[src/rtl/cpu_pkg.sv]
// Shared CPU definitions: data-processing opcodes, condition codes, execute FSM states.
package cpu_pkg;

  localparam logic [3:0] OPCODE_AND = 4'h0;
  localparam logic [3:0] OPCODE_EOR = 4'h1;
  localparam logic [3:0] OPCODE_SUB = 4'h2;
  localparam logic [3:0] OPCODE_RSB = 4'h3;
  localparam logic [3:0] OPCODE_ADD = 4'h4;
  localparam logic [3:0] OPCODE_ADC = 4'h5;
  localparam logic [3:0] OPCODE_SBC = 4'h6;
  localparam logic [3:0] OPCODE_RSC = 4'h7;
  localparam logic [3:0] OPCODE_TST = 4'h8;
  localparam logic [3:0] OPCODE_TEQ = 4'h9;
  localparam logic [3:0] OPCODE_CMP = 4'hA;
  localparam logic [3:0] OPCODE_CMN = 4'hB;
  localparam logic [3:0] OPCODE_ORR = 4'hC;
  localparam logic [3:0] OPCODE_MOV = 4'hD;
  localparam logic [3:0] OPCODE_BIC = 4'hE;
  localparam logic [3:0] OPCODE_MVN = 4'hF;

  localparam logic [3:0] COND_EQ = 4'h0;
  localparam logic [3:0] COND_NE = 4'h1;
  localparam logic [3:0] COND_CS = 4'h2;
  localparam logic [3:0] COND_CC = 4'h3;
  localparam logic [3:0] COND_MI = 4'h4;
  localparam logic [3:0] COND_PL = 4'h5;
  localparam logic [3:0] COND_VS = 4'h6;
  localparam logic [3:0] COND_VC = 4'h7;
  localparam logic [3:0] COND_HI = 4'h8;
  localparam logic [3:0] COND_LS = 4'h9;
  localparam logic [3:0] COND_GE = 4'hA;
  localparam logic [3:0] COND_LT = 4'hB;
  localparam logic [3:0] COND_GT = 4'hC;
  localparam logic [3:0] COND_LE = 4'hD;
  localparam logic [3:0] COND_AL = 4'hE;
  localparam logic [3:0] COND_NV = 4'hF;

  typedef enum logic [1:0] {
    ST_IDLE = 2'd0,
    ST_READ = 2'd1,
    ST_EXEC = 2'd2,
    ST_WB   = 2'd3
  } state_e;

  // TST/TEQ/CMP/CMN occupy 8..B: flags only, never a register write
  function automatic logic is_test_op(input logic [3:0] opc);
    return (opc[3:2] == 2'b10);
  endfunction

  function automatic logic is_logical_op(input logic [3:0] opc);
    logic r;
    case (opc)
      OPCODE_AND, OPCODE_EOR, OPCODE_TST, OPCODE_TEQ,
      OPCODE_ORR, OPCODE_MOV, OPCODE_BIC, OPCODE_MVN: r = 1'b1;
      default:                                        r = 1'b0;
    endcase
    return r;
  endfunction

endpackage

[src/rtl/cond_check.sv]
// ARM condition-field evaluator against NZCV; shared with the branch unit.
module cond_check
  import cpu_pkg::*;
(
  input  logic [3:0] cond,
  input  logic [3:0] nzcv,
  output logic       pass
);

  logic n, z, c, v;
  assign {n, z, c, v} = nzcv;

  always_comb begin
    pass = 1'b0;
    case (cond)
      COND_EQ: pass = z;
      COND_NE: pass = !z;
      COND_CS: pass = c;
      COND_CC: pass = !c;
      COND_MI: pass = n;
      COND_PL: pass = !n;
      COND_VS: pass = v;
      COND_VC: pass = !v;
      COND_HI: pass = c && !z;
      COND_LS: pass = !c || z;
      COND_GE: pass = (n == v);
      COND_LT: pass = (n != v);
      COND_GT: pass = !z && (n == v);
      COND_LE: pass = z || (n != v);
      COND_AL: pass = 1'b1;
      COND_NV: pass = 1'b0;
    endcase
  end

endmodule

[src/rtl/dp_exec_ctrl.sv]
// Execute sequencer for data-processing instructions: RF read, shared-ALU drive, write-back.
// state | meaning
// IDLE  | ready for a decoded instruction
// READ  | read Rn, evaluate condition; skip retires here
// EXEC  | drive ALU, capture result and NZCV
// WB    | write Rd, commit flags, retire
module dp_exec_ctrl
  import cpu_pkg::*;
#(
  parameter int DATA_WIDTH     = 32,
  parameter int REG_ADDR_WIDTH = 4
) (
  input  logic                      clk,
  input  logic                      rst_n,
  input  logic                      instr_valid,
  output logic                      instr_ready,
  input  logic [3:0]                instr_cond,
  input  logic [3:0]                instr_opcode,
  input  logic                      instr_s,
  input  logic [REG_ADDR_WIDTH-1:0] instr_rn,
  input  logic [REG_ADDR_WIDTH-1:0] instr_rd,
  input  logic [DATA_WIDTH-1:0]     instr_op2,
  output logic [REG_ADDR_WIDTH-1:0] rf_raddr,
  input  logic [DATA_WIDTH-1:0]     rf_rdata,
  output logic                      rf_we,
  output logic [REG_ADDR_WIDTH-1:0] rf_waddr,
  output logic [DATA_WIDTH-1:0]     rf_wdata,
  output logic [3:0]                alu_opcode,
  output logic [DATA_WIDTH-1:0]     alu_operand1,
  output logic [DATA_WIDTH-1:0]     alu_operand2,
  output logic                      alu_carry_in,
  output logic                      alu_flag_en,
  input  logic [DATA_WIDTH-1:0]     alu_result,
  input  logic                      alu_n,
  input  logic                      alu_z,
  input  logic                      alu_c,
  input  logic                      alu_v,
  output logic [3:0]                flags,
  output logic                      done
);

  state_e                      state_q, state_d;
  logic [3:0]                  flags_q, flags_d;
  logic [3:0]                  cond_q, opcode_q;
  logic                        s_q;
  logic [REG_ADDR_WIDTH-1:0]   rd_q, raddr_q;
  logic [DATA_WIDTH-1:0]       op2_q, res_q;
  logic [3:0]                  hflags_q;
  logic [3:0]                  alu_opcode_q;
  logic [DATA_WIDTH-1:0]       alu_op1_q, alu_op2_q;
  logic                        alu_cin_q, alu_fen_q;
  logic                        cond_pass;

  cond_check u_cond (
    .cond (cond_q),
    .nzcv (flags_q),
    .pass (cond_pass)
  );

  always_comb begin
    state_d = state_q;
    flags_d = flags_q;
    case (state_q)
      ST_IDLE: if (instr_valid) state_d = ST_READ;
      ST_READ: state_d = cond_pass ? ST_EXEC : ST_IDLE;
      ST_EXEC: state_d = ST_WB;
      ST_WB: begin
        state_d = ST_IDLE;
        // logical ops leave V alone; their C is the carry-in echoed by the ALU
        if (s_q || is_test_op(opcode_q))
          flags_d = is_logical_op(opcode_q) ? {hflags_q[3:1], flags_q[0]} : hflags_q;
      end
      default: state_d = ST_IDLE;
    endcase
  end

  always_ff @(posedge clk or negedge rst_n) begin
    if (!rst_n) begin
      state_q      <= ST_IDLE;
      flags_q      <= 4'b0000;
      cond_q       <= '0;
      opcode_q     <= '0;
      s_q          <= 1'b0;
      rd_q         <= '0;
      raddr_q      <= '0;
      op2_q        <= '0;
      res_q        <= '0;
      hflags_q     <= '0;
      alu_opcode_q <= '0;
      alu_op1_q    <= '0;
      alu_op2_q    <= '0;
      alu_cin_q    <= 1'b0;
      alu_fen_q    <= 1'b0;
    end else begin
      state_q <= state_d;
      flags_q <= flags_d;
      if (state_q == ST_IDLE && instr_valid) begin
        cond_q   <= instr_cond;
        opcode_q <= instr_opcode;
        s_q      <= instr_s;
        rd_q     <= instr_rd;
        raddr_q  <= instr_rn;
        op2_q    <= instr_op2;
      end
      // ALU drive is loaded only for executing instructions and then held
      if (state_q == ST_READ && cond_pass) begin
        alu_opcode_q <= opcode_q;
        alu_op1_q    <= rf_rdata;
        alu_op2_q    <= op2_q;
        alu_cin_q    <= flags_q[1];
        alu_fen_q    <= 1'b1;
      end
      if (state_q == ST_EXEC) begin
        res_q    <= alu_result;
        hflags_q <= {alu_n, alu_z, alu_c, alu_v};
      end
    end
  end

  assign instr_ready  = (state_q == ST_IDLE);
  assign done         = (state_q == ST_WB) || (state_q == ST_READ && !cond_pass);
  assign rf_we        = (state_q == ST_WB) && !is_test_op(opcode_q);
  assign rf_waddr     = (state_q == ST_WB) ? rd_q : '0;
  assign rf_wdata     = (state_q == ST_WB) ? res_q : '0;
  assign rf_raddr     = raddr_q;
  assign alu_opcode   = alu_opcode_q;
  assign alu_operand1 = alu_op1_q;
  assign alu_operand2 = alu_op2_q;
  assign alu_carry_in = alu_cin_q;
  assign alu_flag_en  = alu_fen_q;
  assign flags        = flags_q;

endmodule
[config.mk]
export PLATFORM = sky130hd
export DESIGN_NAME = dp_exec_ctrl
export DESIGN_NICKNAME = d
export VERILOG_FILES = /design/src/rtl/cpu_pkg.sv /design/src/rtl/cond_check.sv /design/src/rtl/dp_exec_ctrl.sv
export SDC_FILE = /design/constraint.sdc
export NUM_CORES = 1
export LEC_CHECK = 0
export BUFFER_PORTS_ARGS = -buffer_cell sky130_fd_sc_hd__buf_2
export CAP_MARGIN = 30
export CELL_PAD_IN_SITES_DETAIL_PLACEMENT = 0
export CELL_PAD_IN_SITES_GLOBAL_PLACEMENT = 1
export CORE_ASPECT_RATIO = 2
export CORE_MARGIN = 2
export CORE_UTILIZATION = 39
export DETAILED_ROUTE_END_ITERATION = 7
export PLACE_DENSITY = 0.82
export SETUP_SLACK_MARGIN = 0.1
export SLEW_MARGIN = 20
export SYNTH_ARGS = -nofsm -noshare
export SYNTH_HDL_FRONTEND = slang
export SYNTH_HIERARCHICAL = 1
export SYNTH_SLANG_ARGS = --single-unit
[constraint.sdc]
create_clock -name clk -period 2.83 [get_ports clk]
set_input_delay 0.1415 -clock clk [delete_from_list [all_inputs] [get_ports clk]]
set_output_delay 0.1415 -clock clk [all_outputs]
set_load 0.1 [all_outputs]
==> reports/metrics.yaml, run 1 <==
final_layout:
  area_taken_by_multi_input_logic_gates_mm2: 0.00231
  post_route_cells_drive_above_1_share_pct: 55.8
  n_fill_cell: 1293
  layout_commonest_cell: "buf_2"
  regArea_mm2: 0.00403
  final_core_utilization_pct: 59.6
  insertedDiodeCount: 0
  layout.cells.most_common_list: "234 x buf_2, 161 x dfrtp_1, 148 x mux2_2"
  postLayoutCellArea_mm2: 0.00965
  fin_nets: 896
  area.growth.synth_to_final_pct: 49.7
clock_tree:
  number_of_clock_buffers_inserted_by_tritoncts: 17
  clk_pin_slew_ps: 60
  numClockSinks: 161
  insertion_delay_ps: 420
  cts-root-to-sink-buffers: 2
  root_buffer: "clkbuf_16"
  clock_tree_from_tritoncts: "yes"
  ctsHtreeMaxLevel: 4
route:
  highest-signal-layer: "met4"
  drt-pass1-iter-count: 4
  antenna_violating_nets_post_route: 0
  met1Wirelength_mm: 5.80
  vias_per_cell: 4.88
  detailedRoute.firstIterationViolations: 105
  drt-total-wl_mm: 16.5
  drt-wirelength-per-cell_um: 16.6
  route.met3.wl_mm: 1.02
  met2_length_mm: 9.02
  dr_total_vias: 4843
  post_route_drc: 0
setup_path:
  critPathMaxFanout: 9
  worstReg2RegStart: "cond_q[0]"
  timing.setup.critical_path_class: "reg2out"
  startpoint_type: "register"
  ff_to_ff_path_depth: 8
  critPathArrivalTime_ps: 2460
  crit_required_ps: 2690
  worst_setup_end_kind: "output port"
  r2r_setup_slack_ps: 370
  cp-startpoint: "cond_q[0]"
  crit-reg2reg-capture: "alu_operand2[24]"
  worst_setup_path_endpoint: "done"
place:
  buffer_ports.inserted: 236
  dp_hpwl_mm: 10.8
  place_congestion: 0.750
  post_dp_cell_area_mm2: 0.00790
grt:
  grt_start_max_net_pins: 75
  global_route.overflow_total: 0
  grt_pass1_wl_mm: 25.8
  global_route.usage.total_pct: 19.2
  grt_pass1_vias: 5340
  antenna_found_initial: 0
timing:
  worstMarginPinSlew_ps: 530
  max_transition_viols_final: 0
  layout_worst_path_cycle_share_pct: 92.1
  setup-violations-final: 0
  finalSetupTns_ps: 0
  hold_viol: 0
  skew_ps: 6.06
  slew_headroom_pct: 64.7
  fmaxAchievable_mhz: 384
  rsz_0062_raised_after_global_routing: "false"
  final_min_period_ps: 2610
die:
  core.rowCount: 66
  initial_core_util_pct: 39.8
  top_level_ports: 237
  fp.dieArea_mm2: 0.0176
  die_x_um: 94.9
  coreArea_mm2: 0.0162
  die_h_um: 186
synth:
  ys_seq_area_share_pct: 62.5
  synth.yosys.warnings: 6
  syn-num-nets: 539
  postSynthAreaPerCell_um2: 15.4
  synth_cell_type_count: 30
  total_of_flip_flops_plus_latches_after_synthesis: 161
  postSynthCellCount: 419
  syn_area_mm2: 0.00645
hold_path:
  worstHoldPathType: "in2async"
run:
  drv_cap: 0
run_status:
  run_status: "finished clean"
## worst max-delay path, stage by stage (launching register included)
cell and delay (ps):
dfrtp_1 490, nor2b_1 190, a211oi_1 280, a2111oi_1 100, a311oi_1 280, o22ai_2 170, a21boi_4 210, buf_4 310
## stage by stage
step           cells  setup WS, ps  hold WS, ps
6_report         993           225          244
5_1_grt          993           132          267
4_1_cts          992           142          238
3_5_place_dp     841           296          136
3_3_place_gp     841           377          121
2_1_floorplan    419         -26.5         -154
## final cells by class
class                      instances  share of cell area, %
sequential                       161                   41.7
clock inverter                    14                   1.15
multi-input combinational        230                   24.0
tap                              204                   2.64
timing repair buffer             364                   26.0
clock buffer                      18                   4.45
inverter                           2                 0.0778
## flip-flops by register name, indices dropped and copies added (netlist names), named ones only
| name | cells |
|---|---|
| alu_carry_in | 1 |
| alu_flag_en | 1 |
| alu_opcode | 4 |
| alu_operand1 | 32 |
| alu_operand2 | 32 |
| cond_q | 4 |
| flags | 4 |
| hflags_q | 4 |
| op2_q | 32 |
| opcode_q | 4 |
| rd_q | 4 |
| res_q | 32 |
| rf_raddr | 4 |
| s_q | 1 |
| state_q | 1 |
## Yosys cell counts
cell	n	share of area, %
a211oi_1	1	0.12
o221ai_1	1	0.14
mux2_4	10	2.3
nand3_1	1	0.078
mux2_2	148	26
clkbuf_2	1	0.078
buf_6	2	0.35
o22ai_1	1	0.097
and3_1	36	3.5
a2111oi_1	1	0.16
nand2b_1	2	0.19
a21oi_1	3	0.23
nor2b_1	5	0.49
xnor2_1	1	0.14
nor4b_1	1	0.14
nor3_1	1	0.078
a21boi_0	1	0.12
clkbuf_1	9	0.52
inv_1	2	0.12
nor2_1	5	0.29
buf_2	13	1.0
o21ai_0	2	0.16
xor2_1	3	0.41
buf_4	1	0.12
o22a_1	1	0.14
dfrtp_1	161	62
nor2_2	2	0.19
mux2i_1	1	0.16
a311oi_1	1	0.14
and2_1	2	0.19
## worst min path at each step
stage | start | endpoint | depth (start not counted)
after CTS | rst_n | alu_operand2[13] | 2
after floorplan | rst_n | async pin | 0
final | rst_n | alu_operand2[13] | 2
after global placement | rst_n | alu_operand2[14] | 1
after detailed placement | rst_n | alu_operand2[13] | 1
after global routing | rst_n | alu_operand2[13] | 2
## what timing repair did
item | 4_1_cts | 5_1_grt
resized for setup | 1 | 1
buffers inserted | 0 | 0
setup endpoints to repair | 1 | 1
hold buffers | 119 | 0
endpoints found under the hold margin | 172 | 0
## layer usage
metal  up-vias  GRT usage [%]
li1       2202              -
met1      2391           18.8
met2       205           35.1
met3        45           5.67
met4         0           10.2
met5         -              0
## cell families (layout without fill, tap and decap cells)
family | Yosys count | in the layout | share of synthesized area (%)
flip-flops | 161 | 161 | 62.5
XOR/XNOR | 4 | 4 | 0.544
buffers and inverters | 28 | 398 | 2.19
multiplexers | 159 | 159 | 28.3
AO/OA/AOI/OAI | 12 | 12 | 1.28
AND/OR/NAND/NOR | 55 | 55 | 5.14
Power of run 1 is left out: the tool's default activity adds up to more than one toggle a clock period on the data nets, which glitch-free logic cannot reach.
==> inputs of run 2 (changes only) <==
- CTS_CLUSTER_DIAMETER: default -> 60
- RECOVER_POWER: default -> 50
==> reports/metrics.yaml, run 2 (synthesis results as in run 1) <==
setup_path:
  critPathArrivalTime_ps: 2460
  worstReg2RegStart: "cond_q[0]"
  critPathMaxFanout: 9
  timing.setup.critical_path_class: "reg2out"
  startpoint_type: "register"
  crit-reg2reg-capture: "alu_operand2[24]"
  cp-startpoint: "cond_q[0]"
  r2r_setup_slack_ps: 380
  worst_setup_path_endpoint: "done"
  crit_required_ps: 2690
  ff_to_ff_path_depth: 8
  worst_setup_end_kind: "output port"
timing:
  skew_ps: 6.07
  setup-violations-final: 0
  layout_worst_path_cycle_share_pct: 92.0
  worst_hold_slack_ps: 479
  rsz_0062_raised_after_global_routing: "false"
  max_transition_viols_final: 0
  worstMarginPinSlew_ps: 1310
  slew_headroom_pct: 12.5
  fmaxAchievable_mhz: 384
  hold_viol: 0
  final_min_period_ps: 2600
final_layout:
  n_fill_cell: 1321
  layoutNonFillerInstCount: 993
  insertedDiodeCount: 0
  layout_commonest_cell: "buf_2"
  post_route_cells_drive_above_1_share_pct: 48.5
  layout.cells.most_common_list: "177 x buf_2, 161 x dfrtp_1, 148 x mux2_2"
  fin_nets: 896
  area.growth.synth_to_final_pct: 48.3
  regArea_mm2: 0.00403
  area_taken_by_multi_input_logic_gates_mm2: 0.00231
clock_tree:
  clk_pin_slew_ps: 60
  ctsHtreeMaxLevel: 4
  insertion_delay_ps: 420
  cts-root-to-sink-buffers: 2
  cts.repair_timing.setup_buffer_count: 0
  number_of_clock_buffers_inserted_by_tritoncts: 17
  clock_tree_from_tritoncts: "yes"
  root_buffer: "clkbuf_16"
  numClockSinks: 161
die:
  die_x_um: 94.9
  initial_core_util_pct: 39.8
  coreArea_mm2: 0.0162
  core.rowCount: 66
  top_level_ports: 237
  fp.dieArea_mm2: 0.0176
  die_h_um: 186
grt:
  global_route.usage.total_pct: 19.2
  antenna_found_initial: 0
  global_route.overflow_total: 0
  grt_pass1_vias: 5340
  grt_pass1_wl_mm: 25.8
  grt_start_max_net_pins: 75
place:
  placedCellCount: 841
  place_congestion: 0.750
  buffer_ports.inserted: 236
  dp_hpwl_mm: 10.8
route:
  antenna_violating_nets_post_route: 0
  drt-wirelength-per-cell_um: 16.7
  drt-total-wl_mm: 16.6
  dr_total_vias: 4846
  drt-pass1-iter-count: 4
  post_route_drc: 0
  detailedRoute.firstIterationViolations: 120
  vias_per_cell: 4.88
run:
  drv_cap: 0
hold_path:
  whs_path_depth: 1
  worstHoldPathType: "reg2reg"
run_status:
  run_status: "finished clean"
[run 2: cell type report]
class,count,share of cell area (%)
Sequential cell,161,42.2
Timing Repair Buffer,364,25.3
Multi-Input combinational cell,230,24.2
Clock buffer,18,4.49
Tap cell,204,2.67
Clock inverter,14,1.17
Inverter,2,0.0785
[run 2: what timing repair did]
item	CTS	global route
setup endpoints to repair	1	1
resized for setup	1	1
hold buffers	119	0
endpoints found under the hold margin	172	0
cloned	0	0
[run 2: worst min path at each step]
| stage | startpoint | endpoint | slack [ps] |
|---|---|---|---|
| detailed placement | rst_n | alu_operand2[13] | 140 |
| global route | alu_result[14] | res_q[14] | 470 |
| CTS | rst_n | alu_operand2[13] | 240 |
| finish | alu_flag_en | alu_flag_en | 480 |
| global placement | rst_n | alu_operand2[14] | 120 |
| floorplan | rst_n | async pin | -150 |
[run 2: stage by stage]
step                      worst slack (ps)  util (%)  setup TNS, ps  cell area, µm²
after global placement                 377      48.8              0            7900
after detailed placement               296      48.8              0            7900
after CTS                              142      59.5              0            9630
final                                  227      59.1              0            9560
after global routing                  84.9      59.1              0            9560
after floorplan                      -26.5         -          -1810            6460
[run 2: worst max-delay path, cell delays in order, from the launching register on]
cell and delay [ps]:
dfrtp_1 490, nor2b_1 190, a211oi_1 280, a2111oi_1 100
a311oi_1 280, o22ai_2 170, a21boi_4 210, buf_4 310
[run 2: layer usage]
metal / global-route usage, % / vias up / share of wire, %
li1: - / 2201 / -
met1: 18.8 / 2397 / 35
met2: 35.1 / 202 / 55
met3: 5.67 / 46 / 6.4
met4: 10.2 / 0 / 4.1
met5: 0 / - / 0
Power of run 2 is left out for the same reason.
==> inputs of run 3 (changes only) <==
- CORE_UTILIZATION: 39 -> 37
- PLACE_DENSITY: 0.82 -> 0.79
==> reports/metrics.yaml, run 3 (synthesis results as in run 1) <==
route:
  drt-total-wl_mm: 16.8
  dr_total_vias: 4842
  vias_per_cell: 4.85
  post_route_drc: 0
  drt-wirelength-per-cell_um: 16.8
  antenna_violating_nets_post_route: 0
  detailedRoute.firstIterationViolations: 124
  drt-pass1-iter-count: 4
timing:
  setup-violations-final: 0
  skew_ps: 9.09
  rsz_0062_raised_after_global_routing: "false"
  hold_viol: 0
  slew_headroom_pct: -40.1
  worst_hold_slack_ps: 467
  final_min_period_ps: 2490
  layout_worst_path_cycle_share_pct: 88.1
  fmaxAchievable_mhz: 401
  final.setup.worst_slack_ps: 337
  worstMarginPinSlew_ps: 2100
  max_transition_viols_final: 81
die:
  top_level_ports: 237
  initial_core_util_pct: 37.5
  fp.dieArea_mm2: 0.0186
  coreArea_mm2: 0.0172
  core.rowCount: 68
  die_x_um: 97.3
  die_h_um: 191
clock_tree:
  ctsHtreeMaxLevel: 4
  number_of_clock_buffers_inserted_by_tritoncts: 17
  clk_pin_slew_ps: 70
  cts-root-to-sink-buffers: 2
  clock_tree_from_tritoncts: "yes"
  root_buffer: "clkbuf_16"
  numClockSinks: 161
  insertion_delay_ps: 420
final_layout:
  insertedDiodeCount: 0
  layout.cells.most_common_list: "177 x buf_2, 161 x dfrtp_1, 148 x mux2_2"
  post_route_cells_drive_above_1_share_pct: 48.6
  layout_commonest_cell: "buf_2"
  n_fill_cell: 1413
  fin_nets: 895
  area.growth.synth_to_final_pct: 49.8
  layoutNonFillerInstCount: 998
  final_core_utilization_pct: 56.2
grt:
  antenna_found_initial: 0
  grt_start_max_net_pins: 82
  grt_pass1_wl_mm: 27.4
  global_route.usage.total_pct: 18.7
  grt_pass1_vias: 5422
  global_route.overflow_total: 0
place:
  place_congestion: 0.777
  placedCellCount: 847
  buffer_ports.inserted: 236
  preCtsSetupSlack_ps: 363
  dp_hpwl_mm: 10.9
setup_path:
  critPathMaxFanout: 70
  critPathArrivalTime_ps: 2800
  startpoint_type: "register"
  worst_setup_end_kind: "register"
  timing.setup.critical_path_class: "reg2reg"
  crit_path_top_delay_cell: "dfrtp_1"
  crit_required_ps: 3130
  critical_path_buf_inv_count: 1
  cp_cell_sequence: "nor2b_1 -> a211oi_1 -> a2111oi_1 -> a311oi_1 -> o22ai_2 -> nand3_4 -> buf_12 -> mux2_2"
  critical-path-top-delay-family: "compound AO/OA/AOI/OAI gates"
  critPathMaxStageDelay_ps: 490
run_status:
  run_status: "finished, violations left"
  failing_checks: "capacitance limit, slew limit"
run:
  drv_cap: 1
hold_path:
  worstHoldPathType: "reg2reg"
-- run 3: routing by layer --
metal | part of all wire, % | track usage (%) | routed length [µm] | up-vias
li1 | - | - | - | 2191
met1 | 36 | 19.0 | 5980 | 2434
met2 | 56 | 35.6 | 9440 | 180
met3 | 4.8 | 4.18 | 808 | 37
met4 | 3.4 | 9.24 | 572 | 0
met5 | 0 | 0 | 0 | -
-- run 3: path summary, 6_finish.rpt --
path,slack [ps],cells past startpoint,from,end
worst max-delay path,340,8,cond_q[0],alu_operand2[14]
worst min-delay path,470,1,alu_flag_en,alu_flag_en
worst max register to register,340,8,cond_q[0],alu_operand2[14]
worst min register to register,470,1,alu_flag_en,alu_flag_en
max in group asynchronous,570,3,rst_n,res_q[4]
min in group asynchronous,870,2,rst_n,op2_q[12]
-- run 3: worst register-to-register path, delay by kind of cell, from the launching register on --
kind / cells / cell delay [ps]
AO/OA/AOI/OAI: 4 / 780
flip-flops: 1 / 490
multiplexers: 1 / 460
buffers and inverters: 1 / 320
AND/OR/NAND/NOR: 2 / 310
-- run 3: metrics by stage --
stage / TNS [ps] / area, µm²
6_report: 0 / 9660
5_1_grt: 0 / 9660
4_1_cts: 0 / 9730
3_5_place_dp: 0 / 7900
3_3_place_gp: 0 / 7900
2_1_floorplan: -1810 / 6460
-- run 3: repair_timing --
item	4_1_cts	5_1_grt
hold buffers	119	0
endpoints found under the hold margin	196	0
buffers inserted	0	0
gates resized for setup	0	4
endpoints found under the setup margin	0	44
-- run 3: layout make-up --
type                            count  area [µm²]  area share (%)
Clock buffer                       17         425            4.40
Clock inverter                     15         208            2.15
Inverter                            2        7.51          0.0777
Multi-Input combinational cell    230        2310            23.9
Sequential cell                   161        4030            41.7
Tap cell                          210         263            2.72
Timing Repair Buffer              363        2410            25.0
Power of run 3 is left out for the same reason.
